File: config.mk
export PLATFORM = sky130hd
export DESIGN_NAME = pwm_multi_gen
export DESIGN_NICKNAME = d
export VERILOG_FILES = /design/src/rtl/pwm_multi_gen.sv
export SDC_FILE = /design/constraint.sdc
export NUM_CORES = 1
export LEC_CHECK = 0
export ABC_CLOCK_PERIOD_IN_PS = 3100
export BUFFER_PORTS_ARGS = -buffer_cell sky130_fd_sc_hd__buf_2
export CAP_MARGIN = 25
export CORE_MARGIN = 4
export CORE_UTILIZATION = 45
export DETAILED_ROUTE_END_ITERATION = 6
export GPL_TIMING_DRIVEN = 0
export PLACE_DENSITY_LB_ADDON = 0.3
export SLEW_MARGIN = 10
export SYNTH_ARGS = -nofsm -noshare
export SYNTH_HDL_FRONTEND = slang
export SYNTH_SLANG_ARGS = --single-unit
File: constraint.sdc
create_clock -name clk -period 3.1 [get_ports clk]
set_input_delay 0.155 -clock clk [delete_from_list [all_inputs] [get_ports clk]]
set_output_delay 0.155 -clock clk [all_outputs]
set_load 0.02 [all_outputs]
File: src/rtl/pwm_multi_gen.sv
// pwm_multi_gen: multi-channel PWM from one counter and a clock-enable prescaler.
// Define PWM_SHADOW_EN to double-buffer duty writes and sample period at wrap.
module pwm_multi_gen #(
    parameter int  CHANNELS  = 4,
    parameter int  WIDTH     = 8,
    parameter int  PSC_WIDTH = 8,
    localparam int CW        = (CHANNELS > 1) ? $clog2(CHANNELS) : 1
) (
    input  logic                 clk,
    input  logic                 rst_n,
    input  logic                 ena,
    input  logic [PSC_WIDTH-1:0] prescale,
    input  logic [WIDTH-1:0]     period,
    input  logic                 wr_valid,
    output logic                 wr_ready,
    input  logic [CW-1:0]        wr_chan,
    input  logic [WIDTH-1:0]     wr_duty,
    output logic [CHANNELS-1:0]  pwm_out,
    output logic                 period_tick
);

    logic                 rst_n_q;
    logic [PSC_WIDTH-1:0] psc_cnt;
    logic [WIDTH-1:0]     cnt;
    logic [WIDTH-1:0]     period_act;
    logic [WIDTH-1:0]     duty_act [CHANNELS];
    logic                 tick;
    logic                 wrap;
    logic                 wr_fire;
    logic [CHANNELS-1:0]  wr_sel;

    assign wr_ready = rst_n_q & ena;
    assign wr_fire  = wr_valid & wr_ready;

    // All-ones also ticks so a prescale lowered below psc_cnt cannot stall
    assign tick = ena & ((psc_cnt == prescale) | (&psc_cnt));

`ifdef PWM_SHADOW_EN
    assign wrap = tick & (cnt == period_act);
`else
    assign wrap = tick & (cnt >= period_act);
`endif

    // Channel numbers at or above CHANNELS match nothing and are dropped
    always_comb begin
        wr_sel = '0;
        for (int i = 0; i < CHANNELS; i++) begin
            wr_sel[i] = wr_fire & (wr_chan == CW'(i));
        end
    end

    always_ff @(posedge clk) begin
        if (!rst_n) begin
            rst_n_q     <= 1'b0;
            psc_cnt     <= '0;
            cnt         <= '0;
            period_tick <= 1'b0;
        end else begin
            rst_n_q     <= 1'b1;
            period_tick <= wrap;
            if (tick) begin
                psc_cnt <= '0;
                cnt     <= wrap ? '0 : cnt + WIDTH'(1);
            end else if (ena) begin
                psc_cnt <= psc_cnt + PSC_WIDTH'(1);
            end
        end
    end

`ifdef PWM_SHADOW_EN
    logic [WIDTH-1:0] duty_shd [CHANNELS];

    // Commit reads the shadow before any same-cycle write lands in it
    always_ff @(posedge clk) begin
        if (!rst_n) begin
            period_act <= '1;
            for (int i = 0; i < CHANNELS; i++) begin
                duty_shd[i] <= '0;
                duty_act[i] <= '0;
            end
        end else begin
            if (wrap) begin
                period_act <= period;
            end
            for (int i = 0; i < CHANNELS; i++) begin
                if (wr_sel[i]) begin
                    duty_shd[i] <= wr_duty;
                end
                if (wrap) begin
                    duty_act[i] <= duty_shd[i];
                end
            end
        end
    end
`else
    always_ff @(posedge clk) begin
        if (!rst_n) begin
            period_act <= '1;
            for (int i = 0; i < CHANNELS; i++) begin
                duty_act[i] <= '0;
            end
        end else begin
            period_act <= period;
            for (int i = 0; i < CHANNELS; i++) begin
                if (wr_sel[i]) begin
                    duty_act[i] <= wr_duty;
                end
            end
        end
    end
`endif

    always_ff @(posedge clk) begin
        if (!rst_n) begin
            pwm_out <= '0;
        end else begin
            for (int i = 0; i < CHANNELS; i++) begin
                pwm_out[i] <= ena & (cnt < duty_act[i]);
            end
        end
    end

endmodule

; ---- Yosys cells after proc, flatten, opt, wreduce, memory -nomap -nowiden
; Memory sizes are Yosys's and may differ from the RTL's.
; Cells that the tools add are included.
[word_totals]
register_bits = 30
ramBits = 32
input_bits = 30
output_inout_bits = 6
elab_cells = 58
n_memories = 1
[memory_table]
columns = memory, depth, word_bits, read_ports, rd_ports_with_merged_regs, wr, line_no
row1 = duty_act, 4, 8, 4, 0, 4, 26  ; logic [WIDTH-1:0] duty_act [CHANNELS];
[classes]
add_sub_neg = 2
magnitude_cmp = 5
eq_ne = 4
mux = 19
n_bitwise = 18
n_reduce_logical = 3
[ops]
columns = operator, count
row1 = $mux W8, 5
row2 = $lt A8 B8 Y1, 4
row3 = $add A8 B1 Y8 const B, 2
row4 = $mux W1, 14
row5 = $and A1 B1 Y1, 12
row6 = $eq A8 B8 Y1, 1
row7 = $ge A8 B8 Y1, 1
row8 = $reduce_and A8 Y1, 1
row9 = $or A1 B1 Y1, 5
row10 = $eq A2 B2 Y1 const B, 2
row11 = $eq A2 B1 Y1 const B, 1
row12 = $logic_not A2 Y1, 1
row13 = $reduce_or A2 Y1, 1
row14 = $not A1 Y1, 1

; ---- Logic depth before layout (Yosys ltp)
; Gate-level depths: netlist (run 1).
[logic_depth]
word_depth = 7
ltp_mapped = 8
mapped_depth_nobuf = 8

; ---- Worst setup path after synthesis (run 1)
; No wires, ideal clock.
[synth_timing]
path_kind = register to register
from = register cnt[0]
to = register cnt[0]
arrival_ns = 1.732
t_required_ns = 3.027
slack_ns = 1.295
stages_incl_launch_ff = 9
n_path_buf = 0
synth_period_minus_slack_ns = 1.805
cell_sequence = dfxtp_1 -> inv_1 -> ha_1 -> nand2b_1 -> a211oi_1 -> o21bai_1 -> a31o_2 -> nor4_1 -> o21bai_1
[synth_between]
elab_chain_len = 3
word_cells_on_any_way = 4
cone_classes = 1 x add/sub / 1 x order compare / 1 x mux / 1 x bitwise
[synth_lines]
columns = element, line_no
row1 = "start, declared", 24  ; logic [WIDTH-1:0] cnt;
row2 = "start signal, assigned", 63  ; cnt <= wrap ? '0 : cnt + WIDTH'(1);
row3 = $ge A8 B8 Y1, 41  ; assign wrap = tick & (cnt >= period_act);
row4 = $and A1 B1 Y1, 41
row5 = $mux W8 (*), 63
; Mark *: on every way between the ends. The rest lies on a longest branch, timed or not.
; A chain may end at the register's enable or synchronous reset.

; ---- Worst setup path in the final report (run 1)
[layout_timing]
from = register cnt[0]
to = register cnt[2]
; Same word-level chain as after synthesis.

==> key figures, run 1 <==
STA
  – Actual slew at the worst max-slew pin: 0.674 ns
  – Final Skew: 0.00954 ns
  – Final sum of negative setup slack: 0 ns
  – PnR worst setup slack: 0.881 ns
  – Unrepaired setup endpoints after global routing: no
  – Relative slew margins: 54.6%
  – Highest Clock Rate: 451 MHz
  – Time the worst path needs with I/O delays and setup: 2.22 ns
  – Final Cycle Share: 71.6%
  – Count of endpoints failing setup in the final report: 0
  – Count of endpoints failing hold in the final timing report: 0
  – Number of slew-limit violations in the final report: 0

Synthesis
  – Async set or reset register ratio after synthesis: 0%
  – Most numerous cell types in the synthesized netlist: ha_1 (38), inv_1 (37), and2_1 (33)
  – Synth Instances: 312
  – Seq/Total Area, Yosys: 47.7%
  – Number of flops mapped to enable cells by yosys: 32
  – Cell with the most instances after synthesis: ha_1
  – Proportion of netlist area held by the largest area contributor: 29.4%
  – #FFs+latches synth: 62
  – Dominant cell type by area after synthesis: edfxtp_1
  – Mean post-synth cell area: 10.5 sq um
  – Synth Flop Type: edfxtp_1
  – Synth warnings: 0
  – Area of the mapped netlist: 0.00327 sq mm
  – Net count after synthesis: 380
  – Leading post-synthesis cells by cell area: edfxtp_1 (29%), dfxtp_1 (18%), ha_1 (15%)
  – Number of distinct standard cells referenced by the synthesized netlist: 35

Layout
  – Filler instances: 644
  – Share of the core filled with cells in the final layout: 54.9%
  – Synthesis-to-finish area growth: 16.5%
  – Area taken by multi-input logic gates: 0.00156 sq mm
  – Number of standard cells in the layout, taps in and fillers out: 468
  – Share of cells above drive strength 1: 16.1%
  – Ant diodes: 0
  – Sequential cell area: 0.00156 sq mm
  – Post-layout instance area: 0.00381 sq mm
  – Nets: 435

Global routing
  – Vias in the first global route: 2,294
  – GRT Residual Overflow: 0
  – First-pass GRT wire length: 10,300 um
  – Global Route Usage Sum: 15.4%
  – Largest net degree at the start of global routing: 12
  – Antenna violations before repair: 0

Drt
  – Number of iterations in the first detailed-routing pass: 4
  – Routed wire per std cell: 13.2 um
  – Antenna viol nets, final: 0
  – Number of remaining DRC errors: 0
  – Vias per cell: 5.10
  – Iter 0 DRT Violations: 51
  – Detailed-route wire length: 6160 um
  – Total via count in the routed design: 2,387

Place
  – Post-DP Area: 0.00358 sq mm
  – Hpwl dp: 4730 um
  – Minimum setup slack after placement: 0.896 ns
  – RD Place Congestion: 0.777
  – Cell count after placement: 445
  – Quantity of I/O buffers inserted on ports: 35

Floorplanning
  – Placement Rows: 30
  – Starting utilization of the core area: 47.1%
  – Die Y: 93.3 um
  – DIE AREA: 0.00870 sq mm
  – Total core area: 0.00694 sq mm
  – Floorplan die width: 93.3 um
  – Total I/O pin count: 36

Critical path
  – WP data required: 3.30 ns
  – Signal arrival time at the worst endpoint: 2.42 ns
  – Kind of launch point of the worst setup path: flop
  – Class of the most critical setup path: reg -> reg
  – CP max-delay cell: o21ai_0
  – Maximum fanout encountered on the critical timing path: 8
  – Endpoint kind of the worst setup timing path: flop
  – Kind of cell with the highest combined delay on the critical path: compound AO/OA/AOI/OAI gates
  – Worst path cell trace: inv_1, ha_1, nand2b_1, a211oi_1, o21bai_1, a31oi_1, o21ai_0, nor2_1
  – Slowest cell delay on critical path: 0.56 ns
  – Buffering stage count on the worst path with inverters included: 1

Power
  – Static Leak: 0.00168 uW
  – Power density over cell area: 431 mW/mm^2
  – Worst ir drop on vdd: 0.323 mV

Clock network
  – Clock transition at the register clock pins on the worst setup and hold paths after CTS: 0.07 ns
  – Number of post-CTS setup repair buffers: 0
  – Clk Tree Root Cell: clkbuf_8
  – TritonCTS clock tree: done
  – CTS H-tree depth: 3
  – Clock Path Buffers: 2
  – TritonCTS Buffers: 9
  – Clock Latency Late Sink: 0.34 ns
  – Clock sink count: 62

Min path
  – Worst min path class: in -> reg

Run
  – # Max-Cap Violations: 0

Run status
  – Status: completed
[state kept, by name (all words and copies together) (netlist names)]
register     count
psc_cnt          8
period_act       8
pwm_out          4
period_tick      1
duty_act        32
rst_n_q          1
cnt              8
[cells by family after synthesis]
group	share of synthesized area [%]
and+or+nand+nor	18.0
DFF	47.7
AOI/OAI and AO/OA	10.2
buffers and inverters	4.63
adders and majority gates	14.5
xor gates and xnor gates	4.28
muxes	0.612
[through the flow]
stage	power, uW	hold WS [ns]
3_3_place_gp	1030	0.340
3_5_place_dp	1040	0.340
6_report	1640	0.0129
2_1_floorplan	985	0.183
5_1_grt	1710	0.00673
4_1_cts	1660	0.000955
[where the power goes]
group | internal, uW | leakage [uW] | switching [uW] | total, uW
sequential | 888 | 0.000591 | 9.54 | 897
combinational | 56.3 | 0.00101 | 69.9 | 126
clock | 307 | 0.0000841 | 312 | 619
total | 1250 | 0.00168 | 392 | 1640
[worst reg2reg max path, stage by stage, from the launching register on]
cell,delay (ns)
dfxtp_1,0.48
inv_1,0.12
ha_1,0.28
nand2b_1,0.09
a211oi_1,0.07
o21bai_1,0.24
a31oi_1,0.14
o21ai_0,0.56
nor2_1,0.10
[repair_timing]
item,CTS,global route
hold endpoints to repair,5,0
gates resized for setup,0,0
hold buffers,5,0
[layout make-up]
cell class                      instances  share of cell area (%)
Inverter                               37                    3.64
Tap cell                               96                    3.15
Timing Repair Buffer                   44                    6.43
Clock buffer                           10                    3.61
Buffer                                  3                   0.328
Multi-Input combinational cell        210                    40.9
Clock inverter                          6                   0.985
Sequential cell                        62                    41.0
[layer usage]
layer	global-route usage [%]	wire length, um	up-vias
met4	4.64	70	0
met5	0	0	-
met3	4.91	338	7
li1	-	-	1210
met1	18.0	2680	1123
met2	26.7	3070	47
[final timing paths]
path | startpoint | endpoint | slack (ns) | depth (start not counted)
max reg2reg | cnt[0] | cnt[2] | 0.88 | 8
max | cnt[0] | cnt[2] | 0.88 | 8
min reg2reg | psc_cnt[1] | psc_cnt[1] | 0.57 | 2
min | period[6] | period_act[6] | 0.01 | 2
[placed cells by master (no fill, tap or decap), drive strengths merged, types with 2 or more instances in the layout]
cell / netlist / routed
a211oi: 5 / 5
a21o: 9 / 9
a21oi: 5 / 5
and2: 33 / 33
and3: 2 / 2
buf: 1 / 40
clkbuf: 2 / 12
clkinv: 0 / 3
clkinvlp: 0 / 3
dfxtp: 30 / 30
dlygate4sd3: 0 / 5
edfxtp: 32 / 32
ha: 38 / 38
inv: 37 / 37
mux2i: 2 / 2
nand2: 10 / 10
nand2b: 15 / 15
nand3: 4 / 4
nand4: 6 / 6
nor2: 16 / 16
nor3: 5 / 5
nor4: 5 / 5
o21ai: 17 / 17
o21bai: 2 / 2
o311ai: 4 / 4
o31ai: 3 / 3
or3: 2 / 2
or4: 6 / 6
xnor2: 11 / 11
xor2: 5 / 5
Note: power is estimated with default switching activity, not from simulation.
==> run 2: changes to the inputs <==
ABC_AREA = 1   (was not set)
ABC_CLOCK_PERIOD_IN_PS = 2000   (was 3100)
clock period = 2 ns   (was 3.1 ns; I/O delays follow)
==> key figures, run 2 <==
Layout
  – Register with the most flip-flops: duty_act
  – Filler instances: 711
  – Commonest non-fill, non-tap cell in the layout: inv_1
  – Ant diodes: 0
  – Nets: 518
  – Commonest cells after routing, fill and taps aside: inv_1 (71), nand2_1 (61), nor2_1 (57), ha_1 (38), buf_2 (36)
  – Synthesis-to-finish area growth: 17.8%
  – Share of cells above drive strength 1: 15.8%
  – Flip-flop count of the largest register, all copies and words added: 32
  – Post-layout instance area: 0.00399 sq mm
  – Number of standard cells in the layout, taps in and fillers out: 554

Critical path
  – Maximum fanout encountered on the critical timing path: 8
  – Worst path cell trace: ha_1, a21oi_1, nand2_1, nand2_1, nand2_1, nand3_1, nand2_1, a21oi_1
  – Crit. Startpoint: cnt[3]
  – Most common cell on crit path: nand2_1
  – Buffering stage count on the worst path with inverters included: 0
  – Kind of launch point of the worst setup path: flop
  – Origin of the critical flop-to-flop path: cnt[3]
  – Slowest cell delay on critical path: 0.60 ns
  – Kind of cell with the highest combined delay on the critical path: flip-flops
  – CP max-delay cell: dfxtp_1
  – Signal arrival time at the worst endpoint: 2.12 ns
  – Class of the most critical setup path: reg -> reg
  – Endpoint kind of the worst setup timing path: flop
  – WP data required: 2.25 ns

Global routing
  – Largest net degree at the start of global routing: 11
  – GRT Residual Overflow: 0
  – Global Route Usage Sum: 17.1%
  – Vias in the first global route: 2,535
  – First-pass GRT wire length: 11,800 um
  – Antenna violations before repair: 0

STA
  – Count of endpoints failing setup in the final report: 0
  – Final hold slack: 0.109 ns
  – Time the worst path needs with I/O delays and setup: 1.86 ns
  – Final sum of negative setup slack: 0 ns
  – Number of slew-limit violations in the final report: 0
  – Final Cycle Share: 93.1%
  – Relative slew margins: 65.9%
  – Actual slew at the worst max-slew pin: 0.511 ns
  – Highest Clock Rate: 537 MHz
  – Count of endpoints failing hold in the final timing report: 0
  – Final Skew: 0.00969 ns
  – Unrepaired setup endpoints after global routing: no

Min path
  – Hold wc startpoint: ena
  – Worst min path class: in -> reg

Place
  – Post-DP Area: 0.00368 sq mm
  – Cell count after placement: 529
  – Hpwl dp: 5150 um
  – Quantity of I/O buffers inserted on ports: 34
  – RD Place Congestion: 0.802

Synthesis
  – Leading post-synthesis cells by cell area: edfxtp_1 (28%), dfxtp_1 (18%), ha_1 (14%)
  – Number of flops mapped to enable cells by yosys: 32
  – Number of distinct standard cells referenced by the synthesized netlist: 28
  – Area of the mapped netlist: 0.00339 sq mm
  – Async set or reset register ratio after synthesis: 0%
  – #FFs+latches synth: 62
  – Most numerous cell types in the synthesized netlist: inv_1 (71), nand2_1 (61), nor2_1 (57)
  – Proportion of netlist area held by the largest area contributor: 28.4%
  – Synth Instances: 396
  – Mean post-synth cell area: 8.56 sq um
  – Net count after synthesis: 464
  – Synth warnings: 0
  – Seq/Total Area, Yosys: 46.1%
  – Dominant cell type by area after synthesis: edfxtp_1
  – Cell with the most instances after synthesis: inv_1
  – Synth Flop Type: edfxtp_1

Floorplanning
  – Total I/O pin count: 36
  – Floorplan die width: 94.8 um
  – DIE AREA: 0.00898 sq mm
  – Total core area: 0.00729 sq mm
  – Die Y: 94.8 um
  – Starting utilization of the core area: 46.5%
  – Placement Rows: 31

Drt
  – Antenna viol nets, final: 0
  – Routed wire per std cell: 12.6 um
  – Detailed-route wire length: 6990 um
  – Vias per cell: 4.81
  – Iter 0 DRT Violations: 97
  – Number of iterations in the first detailed-routing pass: 5
  – Total via count in the routed design: 2,662
  – Number of remaining DRC errors: 0

Run
  – # Max-Cap Violations: 0

Clock network
  – TritonCTS clock tree: done
  – CTS H-tree depth: 3
  – Clock Latency Late Sink: 0.34 ns
  – Clock transition at the register clock pins on the worst setup and hold paths after CTS: 0.07 ns
  – Clk Tree Root Cell: clkbuf_8
  – TritonCTS Buffers: 9
  – Clock sink count: 62
  – Clock Path Buffers: 2

Power
  – Power density over cell area: 699 mW/mm^2
  – Post-layout power: 2790 uW
  – Worst ir drop on vdd: 0.407 mV
  – Static Leak: 0.00190 uW

Run status
  – Status: completed
[run 2: layer usage]
metal	routed length (um)	track usage [%]	vias to the layer above
met5	0	0	-
met4	80	5.41	0
met3	412	4.30	9
met2	3380	28.4	75
met1	3110	21.9	1187
li1	-	-	1391
[run 2: cell type report]
| class | count | area [sq um] | share of cell area [%] |
|---|---|---|---|
| plain buffers | 6 | 36.3 | 0.909 |
| clock inverters | 5 | 72.6 | 1.82 |
| well taps | 99 | 124 | 3.10 |
| inverters | 73 | 274 | 6.87 |
| multi-input cells | 255 | 1520 | 38.0 |
| flip-flops and latches | 62 | 1570 | 39.2 |
| repair buffers | 43 | 260 | 6.52 |
| clock buffers | 11 | 141 | 3.54 |
[run 2: timing repair]
| item | 4_1_cts | 5_1_grt |
|---|---|---|
| setup endpoints to repair | 0 | 5 |
| hold buffers | 9 | 0 |
| resized for setup | 0 | 4 |
| hold endpoints to repair | 9 | 0 |
| buffers inserted | 0 | 0 |
[run 2: path summary, 6_finish.rpt]
| check | end | slack [ns] | depth (start not counted) |
|---|---|---|---|
| max | cnt[7] | 0.14 | 8 |
| min | psc_cnt[0] | 0.11 | 4 |
| max reg2reg | cnt[7] | 0.14 | 8 |
| min reg2reg | psc_cnt[7] | 0.52 | 2 |
[run 2: through the flow]
step           util (%)  setup WS, ns
3_3_place_gp       50.5        0.0790
3_5_place_dp       50.5        0.0896
5_1_grt            54.7        0.0225
6_report           54.7         0.137
2_1_floorplan         -         0.463
4_1_cts            54.7        0.0578
[run 2: tightest hold or removal path: stages]
cell,delay (ns)
buf_4,0.13
nand2_1,0.06
inv_1,0.06
nor3_1,0.05
[run 2: cell families (layout without fill, tap and decap cells)]
| family | after synthesis | count (layout) | synth area share (%) |
|---|---|---|---|
| simple gates | 174 | 174 | 23.0 |
| buf+inv | 79 | 138 | 9.16 |
| flops | 62 | 62 | 46.1 |
| fa+ha+maj | 38 | 38 | 14.0 |
| compound gates | 33 | 33 | 5.10 |
| xor+xnor | 10 | 10 | 2.58 |
[run 2: power breakdown]
group	internal (uW)	switching, uW	total (uW)
clock	726	470	1200
combinational	83.6	123	207
sequential	1370	12.7	1390
total	2180	606	2790
